===== config.mk =====
export PLATFORM = sky130hd
export DESIGN_NAME = src_ctrl_fsm
export DESIGN_NICKNAME = d
export VERILOG_FILES = /design/src/rtl/src_ctrl_fsm_pkg.sv /design/src/rtl/src_ctrl_fsm_btn_edge.sv /design/src/rtl/src_ctrl_fsm.sv
export SDC_FILE = /design/constraint.sdc
export NUM_CORES = 1
export LEC_CHECK = 0
export ABC_CLOCK_PERIOD_IN_PS = 1640
export BUFFER_PORTS_ARGS = -buffer_cell sky130_fd_sc_hd__buf_2
export CORE_MARGIN = 2
export CORE_UTILIZATION = 52
export CTS_BUF_LIST = sky130_fd_sc_hd__clkbuf_4 sky130_fd_sc_hd__clkbuf_8
export CTS_CLUSTER_DIAMETER = 40
export DETAILED_ROUTE_END_ITERATION = 8
export PLACE_DENSITY_LB_ADDON = 0.2
export SYNTH_ARGS = -nofsm -noshare
export SYNTH_HDL_FRONTEND = slang
export SYNTH_SLANG_ARGS = --single-unit

===== constraint.sdc =====
create_clock -name clk -period 1.64 [get_ports clk]
set_clock_uncertainty 0.1 [all_clocks]
set_input_delay 0.082 -clock clk [delete_from_list [all_inputs] [get_ports clk]]
set_output_delay 0.082 -clock clk [all_outputs]
set_load 0.02 [all_outputs]

===== src/rtl/src_ctrl_fsm_pkg.sv =====
// Shared definitions for the source-control FSM: state index layout and led bit positions.
// The state index doubles as the led bit position, so led is a plain one-hot decode of the state.
package ctrl_pkg;

  localparam int MAX_SRC = 8;
  localparam int ST_W    = $clog2(2 * MAX_SRC + 2);

  typedef logic [ST_W-1:0] state_t;

  function automatic int led_idle_bit();
    return 0;
  endfunction

  function automatic int led_comm_bit(input int src);
    return 1 + 2 * src;
  endfunction

  function automatic int led_wait_bit(input int src);
    return 2 + 2 * src;
  endfunction

  function automatic int led_buf_empty_bit(input int num_src);
    return 2 * num_src + 1;
  endfunction

  function automatic state_t idle_idx();
    return state_t'(led_idle_bit());
  endfunction

  function automatic state_t comm_idx(input int src);
    return state_t'(led_comm_bit(src));
  endfunction

  function automatic state_t wait_idx(input int src);
    return state_t'(led_wait_bit(src));
  endfunction

  function automatic state_t buf_empty_idx(input int num_src);
    return state_t'(led_buf_empty_bit(num_src));
  endfunction

endpackage


===== src/rtl/src_ctrl_fsm_btn_edge.sv =====
// Button conditioner: STAGES-deep synchroniser followed by a rising-edge detector.
// A level first sampled at edge k produces a pulse that the consumer acts on at edge k+STAGES.
module btn_edge #(
  parameter int STAGES = 2
) (
  input  logic clk,
  input  logic rst,
  input  logic din,
  output logic pulse
);

  logic [STAGES-1:0] sync_q;
  logic              prev_q;

  // NOTE: sequential state uses non-blocking assignments so every flop samples pre-edge values.
  always_ff @(posedge clk) begin
    if (rst) begin
      sync_q <= '0;
      prev_q <= 1'b0;
    end else begin
      sync_q <= {sync_q[STAGES-2:0], din};
      prev_q <= sync_q[STAGES-1];
    end
  end

  // Clearing prev_q in reset makes a button held through reset give exactly one pulse afterwards.
  assign pulse = sync_q[STAGES-1] & ~prev_q;

endmodule


===== src/rtl/src_ctrl_fsm.sv =====
// Producer/consumer control FSM: arbitrates NUM_SRC producers into one shared buffer,
// drains on stop and latches the slow-clock frequency code on an update press.
module src_ctrl_fsm
  import ctrl_pkg::*;
#(
  parameter int NUM_SRC     = 2,
  parameter int PROG_W      = 3,
  parameter int NUM_FREQ    = 5,
  parameter int PROG_RST    = 0,
  parameter int SYNC_STAGES = 2
) (
  input  logic                                           clk,
  input  logic                                           rst,
  input  logic [NUM_SRC-1:0]                             start,
  input  logic                                           stop,
  input  logic                                           update,
  input  logic [PROG_W-1:0]                              prog,
  input  logic                                           buf_full,
  input  logic                                           buf_empty,
  input  logic                                           data_valid,
  output logic [NUM_SRC-1:0]                             prod_en,
  output logic                                           cons_en,
  output logic [((NUM_SRC > 1) ? $clog2(NUM_SRC) : 1)-1:0] src_sel,
  output logic [PROG_W-1:0]                              prog_q,
  output logic                                           prog_load,
  output logic [2*NUM_SRC+1:0]                           led
);

  localparam int     SEL_W   = (NUM_SRC > 1) ? $clog2(NUM_SRC) : 1;
  localparam int     NUM_BTN = NUM_SRC + 2;
  localparam int     LED_W   = 2 * NUM_SRC + 2;
  localparam state_t ST_IDLE = idle_idx();
  localparam state_t ST_BE   = buf_empty_idx(NUM_SRC);

  logic [NUM_BTN-1:0] btn_raw;
  logic [NUM_BTN-1:0] btn_pulse;
  logic [NUM_SRC-1:0] start_pulse;
  logic               stop_pulse;
  logic               update_pulse;

  state_t             state;
  state_t             state_nxt;
  logic [SEL_W-1:0]   src_sel_nxt;
  logic [SEL_W-1:0]   first_src;
  logic [PROG_W-1:0]  prog_sat;

  assign btn_raw = {update, stop, start};

  for (genvar g = 0; g < NUM_BTN; g++) begin : g_btn
    btn_edge #(
      .STAGES(SYNC_STAGES)
    ) u_btn_edge (
      .clk  (clk),
      .rst  (rst),
      .din  (btn_raw[g]),
      .pulse(btn_pulse[g])
    );
  end

  assign start_pulse  = btn_pulse[NUM_SRC-1:0];
  assign stop_pulse   = btn_pulse[NUM_SRC];
  assign update_pulse = btn_pulse[NUM_SRC+1];

  always_ff @(posedge clk) begin
    if (rst) begin
      state   <= ST_IDLE;
      src_sel <= '0;
    end else begin
      state   <= state_nxt;
      src_sel <= src_sel_nxt;
    end
  end

  // NOTE: every signal written here gets a default first, so no path can infer a latch.
  always_comb begin
    state_nxt   = ST_IDLE;
    src_sel_nxt = src_sel;
    first_src   = '0;
    for (int i = NUM_SRC - 1; i >= 0; i--) begin
      if (start_pulse[i]) first_src = SEL_W'(i);
    end

    if (state == ST_IDLE) begin
      if (|start_pulse) begin
        state_nxt   = comm_idx(int'(first_src));
        src_sel_nxt = first_src;
      end
    end else if (state == ST_BE) begin
      state_nxt = (buf_empty && !data_valid) ? ST_IDLE : ST_BE;
    end else begin
      // Unencoded indices match nothing below and fall back to IDLE.
      for (int i = 0; i < NUM_SRC; i++) begin
        if (state == comm_idx(i)) begin
          if (stop_pulse)    state_nxt = ST_BE;
          else if (buf_full) state_nxt = wait_idx(i);
          else               state_nxt = state;
        end else if (state == wait_idx(i)) begin
          if (stop_pulse)     state_nxt = ST_BE;
          else if (!buf_full) state_nxt = comm_idx(i);
          else                state_nxt = state;
        end
      end
    end
  end

  always_comb begin
    led     = '0;
    prod_en = '0;
    for (int j = 0; j < LED_W; j++) begin
      led[j] = (state == state_t'(j));
    end
    for (int i = 0; i < NUM_SRC; i++) begin
      prod_en[i] = (state == comm_idx(i));
    end
    cons_en = (state != ST_IDLE) && (state <= ST_BE);
  end

  // Frequency select is independent of the FSM state.
  assign prog_sat = (int'(prog) >= NUM_FREQ) ? PROG_W'(NUM_FREQ - 1) : prog;

  always_ff @(posedge clk) begin
    if (rst) begin
      prog_q    <= PROG_W'(PROG_RST);
      prog_load <= 1'b0;
    end else begin
      prog_load <= update_pulse;
      if (update_pulse) prog_q <= prog_sat;
    end
  end

endmodule

# After elaboration in Yosys (flattened, before gate mapping)
# Index checks and enable logic that the tools add are counted.
dict set report totals {
  ff_bits 22
  wordCells 59
  output_inout_bits 14
}
dict set report classes {
  n_eq_ne 9
  n_mux 19
  n_addsub 1
  n_lt_le_gt_ge 2
  bitwise 8
  reduce_logical 8
}
# cell count
set ops {}
lappend ops {{two-way mux 5 bit} 14}
lappend ops {{equality test 5 x 2 -> 1 bit, second input constant} 2}
lappend ops {{equality test 5 x 3 -> 1 bit, second input constant} 2}
lappend ops {{two-way mux 3 bit} 3}
lappend ops {{inequality test 7 x 4 -> 1 bit, second input constant} 1}
lappend ops {{inequality test 6 x 3 -> 1 bit, second input constant} 1}
lappend ops {{inequality test 6 x 4 -> 1 bit, second input constant} 1}
lappend ops {{equality test 5 x 1 -> 1 bit, second input constant} 1}
lappend ops {{less-or-equal comparator 5 x 3 -> 1 bit, second input constant} 1}
lappend ops {{zero test 5 bit} 1}
lappend ops {{inequality test 5 x 3 -> 1 bit, second input constant} 1}
lappend ops {{nonzero test 5 bit} 1}
lappend ops {{bitwise AND 1 bit} 4}
lappend ops {{NOT 1 bit} 4}
lappend ops {{AND reduction 4 bit} 1}
lappend ops {{adder 1 x 2 -> 3 bit, first input constant} 1}
lappend ops {{>= comparator 3 bit, second input constant} 1}
lappend ops {{logical AND 1 bit} 2}
lappend ops {{two-way mux 1 bit} 2}
lappend ops {{AND reduction 2 bit} 1}
lappend ops {{OR reduction 2 bit} 1}
lappend ops {{zero test 1 bit} 1}

# Depth between registers and ports, before layout
# Gate-level depths: netlist of the first run.
dict set report logic_depth {
  word_depth 9
  mapped_depth 6
  ltp_nobuf 4
}

# Cells and area by module
# Synthesis of the first run repeated with hierarchy kept, for this count alone.
dict set report unflattened {
  cells_unflattened 86
  area_unflattened_um2 857.1
}
# module n_inst cells_per_inst area_per_inst_um2 seq_area_each_um2
set by_module_without_submodules {}
lappend by_module_without_submodules {src_ctrl_fsm 1 58 506.7 160.2}
lappend by_module_without_submodules {btn_edge 4 7 87.6 60.1}

# Least setup slack after synthesis of the first run
# No wires, ideal clock.
dict set report synth_timing {
  path_kind {register to output}
  from {register state[0]}
  to {output port prod_en[0]}
  required_ns 1.458
  slack_ns 0.015
  path_stages_with_launch 5
  arrival_time_ns 1.443
  cell_sequence {dfxtp_1 -> buf_6 -> buf_2 -> nor3b_1 -> buf_4}
}
dict set report synth_via {
  elab_chain_len 1
}
# item line
set synth_rtl {}
lappend synth_rtl {{from (decl)} src_ctrl_fsm.sv:41} ;# state_t state;
lappend synth_rtl {{from (signal assigned)} src_ctrl_fsm.sv:69} ;# state <= state_nxt;
lappend synth_rtl {{equality test 5 x 1 -> 1 bit} --}
lappend synth_rtl {{to (decl)} src_ctrl_fsm.sv:21} ;# output logic [NUM_SRC-1:0] prod_en,
# No other way between the ends.

# Worst setup path after layout of the first run
dict set report layout_timing {
  from {input port buf_full}
  to {register state[0]}
}
dict set report layout_via {
  elab_chain_len 2
  elab_cells_between_ends 5
}
# item line
set layout_rtl {}
lappend layout_rtl {{from (decl)} src_ctrl_fsm.sv:18} ;# input logic buf_full,
lappend layout_rtl {{inequality test 7 x 4 -> 1 bit (no source line) (tied with other cells)} --}
lappend layout_rtl {{AND reduction 4 bit (no source line) *} --}
# Mark *: on every way between the ends. The rest lies on a longest branch, timed or not.
# A chain may end at the register's enable or synchronous reset.

==> flow_summary_export.csv, run 1 <==
group,metric,value,unit
synth,yosysTopAreaCell,"dfxtp_1",
timing,tns,0,ns
hold_path,whs_path_depth,2,
floorplan,coreArea,1540,um^2
floorplan,fp.dieH,44.9,um
detailed_routing,route.detailed.drc,0,
global_routing,grt_max_degree,20,
power_and_ir_drop,ir_drop,0.825,mV
setup_path,setup.worst_path.class,"in -> reg",
final_layout,layout.cells.most_common,"buf_2",
synth,synth_cell_types,29,
detailed_routing,dr.pass1.iters,4,
place,place_congestion,0.851,
clocking,clk-insertion-delay-late,0.29,ns
timing,relSlewSlack,73.3,%
hold_path,hold_end,"g_btn[2].u_btn_edge.sync_q[0]",
clocking,numCtsBuffers,3,
setup_path,cp_slowest_cell,"dlygate4sd3_1",
synth,synth_edf_count,0,
timing,tightest_slew,0.397,ns
final_layout,drive_gt1_share,29.1,%
synth,netlist_area,871,um^2
global_routing,grt_pass1_vias,708,
clocking,h-tree-depth,1,
timing,setup_viol,0,
clocking,cts_sinks,20,
detailed_routing,via_count,731,
global_routing,antenna_found_initial,0,
floorplan,die_w,44.9,um
detailed_routing,wl_per_cell,11.4,um
final_layout,fin_nets,140,
clocking,cts_root_buf,"clkbuf_4",
setup_path,arrival,1.61,ns
setup_path,reg2reg_setup_slack,0.18,ns
setup_path,slowest_delay,0.53,ns
setup_path,cp_cell_sequence,"dlygate4sd3_1, buf_2, and2_1, a221o_1, a221oi_2, a211oi_1",
floorplan,dieArea,2020,um^2
final_layout,final_cell_mix,"25 x buf_2, 20 x dfxtp_1, 16 x nor2b_1",
synth,synth-async-reset-ratio,0,%
final_layout,syn_to_final_growth,26.4,%
setup_path,crit_path_end_kind,"flip-flop",
setup_path,rr_worst_depth,5,
timing,rsz0062_at_grt,"no",
clocking,cts_tree,"done",
place,dpl_worst_slack,0.200,ns
synth,seq_area_frac_synth,46.0,%
global_routing,gr-total-overflow,0,
setup_path,worstSetupStartpointType,"input pin",
synth,synth_ff_type,"dfxtp_1",
detailed_routing,drtIter0Drc,3,
setup_path,path_max_fanout,8,
setup_path,required,1.72,ns
global_routing,grtUsageTotal,19.3,%
synth,synth_area_leaders,"dfxtp_1 46%, nor2b_1 11%, a21oi_1 4.0%, buf_6 3.9%, nand2_1 3.0%",
timing,finalCriticalPeriod,1.53,ns
detailed_routing,wl,1630,um
final_layout,n_fill_cell,126,
timing,fin_crit_sh,93.4,%
synth,synth-seq-cells,20,
synth,yosys.area.top_type_share,46.0,%
clocking,clockBufferDepth,2,
floorplan,num_io_pins,26,
synth,yosysWarnings,0,
status,status,"finished clean",
detailed_routing,viasPerCell,5.11,
synth,synth_fp_nets,107,
setup_path,r2r_end,"state[2]",
power_and_ir_drop,p_leak,0.495,nW
hold_path,hold_start,"rst",
setup_path,r2r_start,"state[2]",
final_layout,antenna_cells,0,
job,cap_viol_max_count,0,
place,hpwl,1070,um
timing,final_hold_viol_count,0,
hold_path,hp-class,"in -> reg",
floorplan,rows,14,
detailed_routing,ant_nets,0,
synth,netlist_instances,95,
timing,timing.final.ws_setup,0.109,ns
timing,max_freq,0.653,GHz
place,io_buffers,25,
synth,avgSynthCellArea,9.17,um^2
global_routing,grt_pass1_wl,2820,um
timing,slew_violations,0,
clocking,clkSlewWorstSetupHoldPaths,0.11,ns
clocking,post_cts_buffers,0,
floorplan,initial_core_util,56.5,%
power_and_ir_drop,power_density,1100,nW/um^2
[stage by stage]
step / hold WS [ns] / power, mW / instance area, um^2 / util, % / cells
6_report: 0.0568 / 1.21 / 1100 / 71.4 / 143
5_1_grt: 0.0666 / 1.29 / 1100 / 71.4 / 143
4_1_cts: 0.0407 / 1.23 / 1100 / 71.1 / 143
3_5_place_dp: 0.195 / 0.930 / 980 / 63.6 / 131
3_3_place_gp: 0.188 / 0.923 / 980 / 63.6 / 131
2_1_floorplan: 0.0816 / 0.861 / 871 / - / 95
[final cells by class]
cell class	instances	area [um^2]	share of cell area [%]
Sequential cell	20	400	36.4
Multi-Input combinational cell	64	402	36.5
Timing Repair Buffer	37	235	21.4
Clock buffer	4	36.3	3.30
Inverter	2	7.51	0.682
Tap cell	16	20.0	1.82
[cell usage after synthesis (2+ instances only)]
| cell | instances |
|---|---|
| buf_2 | 2 |
| and2_1 | 2 |
| nand2_1 | 7 |
| dfxtp_1 | 20 |
| clkbuf_1 | 2 |
| o31ai_1 | 2 |
| nor2_1 | 3 |
| buf_6 | 3 |
| nor4_1 | 2 |
| nand3b_1 | 2 |
| nand2b_1 | 4 |
| nor3_1 | 4 |
| a21oi_1 | 7 |
| nor2b_1 | 16 |
| and3_1 | 2 |
| nor3b_1 | 3 |
| buf_4 | 2 |
[layer usage]
metal  share of wire (%)  wire [um]  GRT usage, %
met1                  43        698          20.3
met2                  49        799          33.4
met3                 3.8         61          4.40
met4                 4.1         66          13.5
met5                   0          0             0
[critical path: cells and delay by family]
family          cells  cell delay [ns]
simple gates        1             0.18
buf+inv             2             0.70
compound gates      3             0.65
[worst max path at each step]
| stage | end | slack [ns] | start | cells after the start |
|---|---|---|---|---|
| finish | state[0] | 0.11 | buf_full | 6 |
| global placement | state[0] | 0.19 | state[1] | 4 |
| CTS | led[1] | 0.08 | state[0] | 3 |
| global route | led[5] | 0.02 | state[2] | 4 |
| floorplan | prod_en[0] | 0.02 | state[0] | 4 |
| detailed placement | state[0] | 0.20 | state[1] | 4 |
[report_power, final]
part / internal [mW] / switching, mW / leakage [nW]
Clock: 0.135 / 0.141 / 0.0210
Combinational: 0.174 / 0.222 / 0.310
Sequential: 0.517 / 0.0234 / 0.164
Total: 0.827 / 0.387 / 0.495
[cells by family after synthesis]
logic type	Yosys count	synth area share, %
and+or+nand+nor	47	31.6
DFF	20	46.0
buffers and inverters	11	8.48
xor gates and xnor gates	2	2.01
AOI/OAI and AO/OA	15	11.9
[what timing repair did]
action	in CTS	in global routing
hold endpoints to repair	8	0
gates resized for setup	0	1
hold buffers	8	0
setup endpoints to repair	0	2
[state kept, by name (all words and copies together), names as in the netlist]
name / flops
prog_q: 3
src_sel: 1
g_btn.u_btn_edge.sync_q: 8
state: 3
prog_load: 1
g_btn.u_btn_edge.prev_q: 4
(Power assumes the default switching activity.)
==> run 2: changes to the inputs <==
--- a/config.mk
+++ b/config.mk
@@ -13,6 +13,8 @@
 export CTS_CLUSTER_DIAMETER = 40
 export DETAILED_ROUTE_END_ITERATION = 8
 export PLACE_DENSITY_LB_ADDON = 0.2
+export RECOVER_POWER = 100
+export SETUP_SLACK_MARGIN = 0.5
 export SYNTH_ARGS = -nofsm -noshare
 export SYNTH_HDL_FRONTEND = slang
 export SYNTH_SLANG_ARGS = --single-unit
==> flow_summary_export.csv, run 2 (synthesized netlist as in run 1, its figures left out) <==
group,metric,value,unit
status,status,"finished clean",
detailed_routing,dr.pass1.iters,4,
power_and_ir_drop,power_switching,0.439,mW
place,place_congestion,0.813,
hold_path,whs_path_depth,2,
setup_path,path_max_fanout,10,
place,dpl_worst_slack,0.115,ns
clocking,cts_tree,"done",
setup_path,reg2reg_setup_slack,0.20,ns
floorplan,dieArea,2020,um^2
final_layout,instances_no_fill,145,
timing,rsz0062_at_grt,"yes",
clocking,clk-insertion-delay-late,0.29,ns
hold_path,hold_end,"g_btn[1].u_btn_edge.sync_q[0]",
clocking,cts_sinks,20,
setup_path,r2r_end,"state[0]",
detailed_routing,ant_nets,0,
setup_path,worstSetupStartpointType,"flip-flop",
timing,slew_violations,0,
final_layout,largestRegisters,"g_btn.u_btn_edge.sync_q: 8 flops, g_btn.u_btn_edge.prev_q: 4 flops",
setup_path,arrival,1.27,ns
setup_path,r2r_start,"state[0]",
timing,setup_viol,0,
place,placed_cell_area,1020,um^2
power_and_ir_drop,cell_internal_pwr,0.886,mW
power_and_ir_drop,power_density,1070,nW/um^2
detailed_routing,via_count,747,
place,placed_cells,131,
detailed_routing,wl,1760,um
power_and_ir_drop,clkPwrFrac,21.2,%
floorplan,rows,14,
global_routing,antenna_found_initial,0,
final_layout,layout.cells.most_common,"dfxtp_1",
global_routing,grt_max_degree,20,
floorplan,num_io_pins,26,
floorplan,die_w,44.9,um
floorplan,fp.dieH,44.9,um
final_layout,largest_reg_flops,8,
final_layout,final_cell_mix,"17 x dfxtp_1, 15 x nor2b_1, 11 x buf_2",
place,hpwl,1130,um
global_routing,grt_pass1_vias,685,
timing,final_hold_viol_count,0,
floorplan,initial_core_util,56.5,%
global_routing,grt_pass1_wl,2750,um
timing,tightest_slew,0.487,ns
final_layout,finalInstanceArea,1240,um^2
setup_path,required,1.46,ns
clocking,numCtsBuffers,3,
floorplan,coreArea,1540,um^2
power_and_ir_drop,p_leak,0.489,nW
global_routing,grtUsageTotal,18.8,%
detailed_routing,wl_per_cell,12.1,um
detailed_routing,route.detailed.drc,0,
setup_path,crit_path_end_kind,"output port",
global_routing,gr-total-overflow,0,
timing,finalCriticalPeriod,1.46,ns
setup_path,rr_worst_depth,4,
final_layout,antenna_cells,0,
timing,fin_crit_sh,88.8,%
power_and_ir_drop,p_sw_share,33.1,%
final_layout,top_register,"g_btn.u_btn_edge.sync_q",
timing,relSlewSlack,67.3,%
detailed_routing,viasPerCell,5.15,
power_and_ir_drop,ir_drop,0.755,mV
final_layout,syn_to_final_growth,42.5,%
timing,timing.final.ws_setup,0.184,ns
final_layout,finalCoreUtilization,80.5,%
power_and_ir_drop,power.total,1.32,mW
hold_path,hp-class,"in -> reg",
final_layout,fin_nets,142,
setup_path,slowest_delay,0.48,ns
clocking,clockBufferDepth,2,
timing,tns,0,ns
clocking,clkSlewWorstSetupHoldPaths,0.11,ns
place,io_buffers,25,
setup_path,cp_slowest_cell,"dfxtp_2",
setup_path,setup.worst_path.class,"reg -> out",
timing,whs,0.0539,ns
power_and_ir_drop,comb_power_share,35.7,%
clocking,h-tree-depth,1,
clocking,cts_root_buf,"clkbuf_4",
setup_path,cp_cell_sequence,"nor3b_4, clkbuf_1",
timing,max_freq,0.687,GHz
hold_path,hold_start,"rst",
power_and_ir_drop,seq_power_share,43.1,%
job,cap_viol_max_count,0,
detailed_routing,drtIter0Drc,6,
final_layout,drive_gt1_share,33.3,%
-- run 2: how the worst max path moves through the flow --
stage	from	endpoint	slack [ns]	depth (start not counted)
3_5_place_dp	state[0]	state[0]	0.11	4
3_3_place_gp	state[0]	state[0]	0.17	4
5_1_grt	state[0]	prod_en[0]	0.10	2
2_1_floorplan	state[1]	state[0]	0.30	5
6_report	state[0]	prod_en[0]	0.18	2
4_1_cts	state[2]	cons_en	0.25	4
-- run 2: timing repair --
item | 4_1_cts | 5_1_grt
gates resized for setup | 18 | 11
setup buffers | 2 | 0
hold buffers | 8 | 0
endpoints found under the hold margin | 8 | 0
pin swaps | 2 | 1
endpoints found under the setup margin | 13 | 13
gates cloned | 0 | 0
-- run 2: layout make-up --
| class | count | area (um^2) |
|---|---|---|
| well taps | 16 | 20.0 |
| repair buffers | 39 | 294 |
| clock buffers | 4 | 36.3 |
| flip-flops and latches | 20 | 409 |
| fillers | 108 | 300 |
| inverters | 2 | 7.51 |
| multi-input cells | 64 | 474 |
-- run 2: critical path: cells and delay by family, from the launching register on --
family / cells / cell delay (ns)
flops: 1 / 0.48
buf+inv: 1 / 0.26
simple gates: 1 / 0.24
-- run 2: routing by layer --
metal  track usage (%)  up-vias  part of all wire, %  wire, um
li1                  -      385                    -         -
met3              4.00        2                  4.0        70
met4              10.0        0                  1.2        21
met2              32.0       19                   55       966
met5                 0        -                    0         0
met1              22.1      341                   40       698
-- run 2: power groups by stage --
stage / sequential [mW] / combinational, mW / clock (mW)
floorplan: 0.545 / 0.354 / 0
global placement: 0.570 / 0.386 / 0
CTS: 0.573 / 0.469 / 0.287
finish: 0.571 / 0.472 / 0.281
global route: 0.578 / 0.511 / 0.307
detailed placement: 0.573 / 0.397 / 0
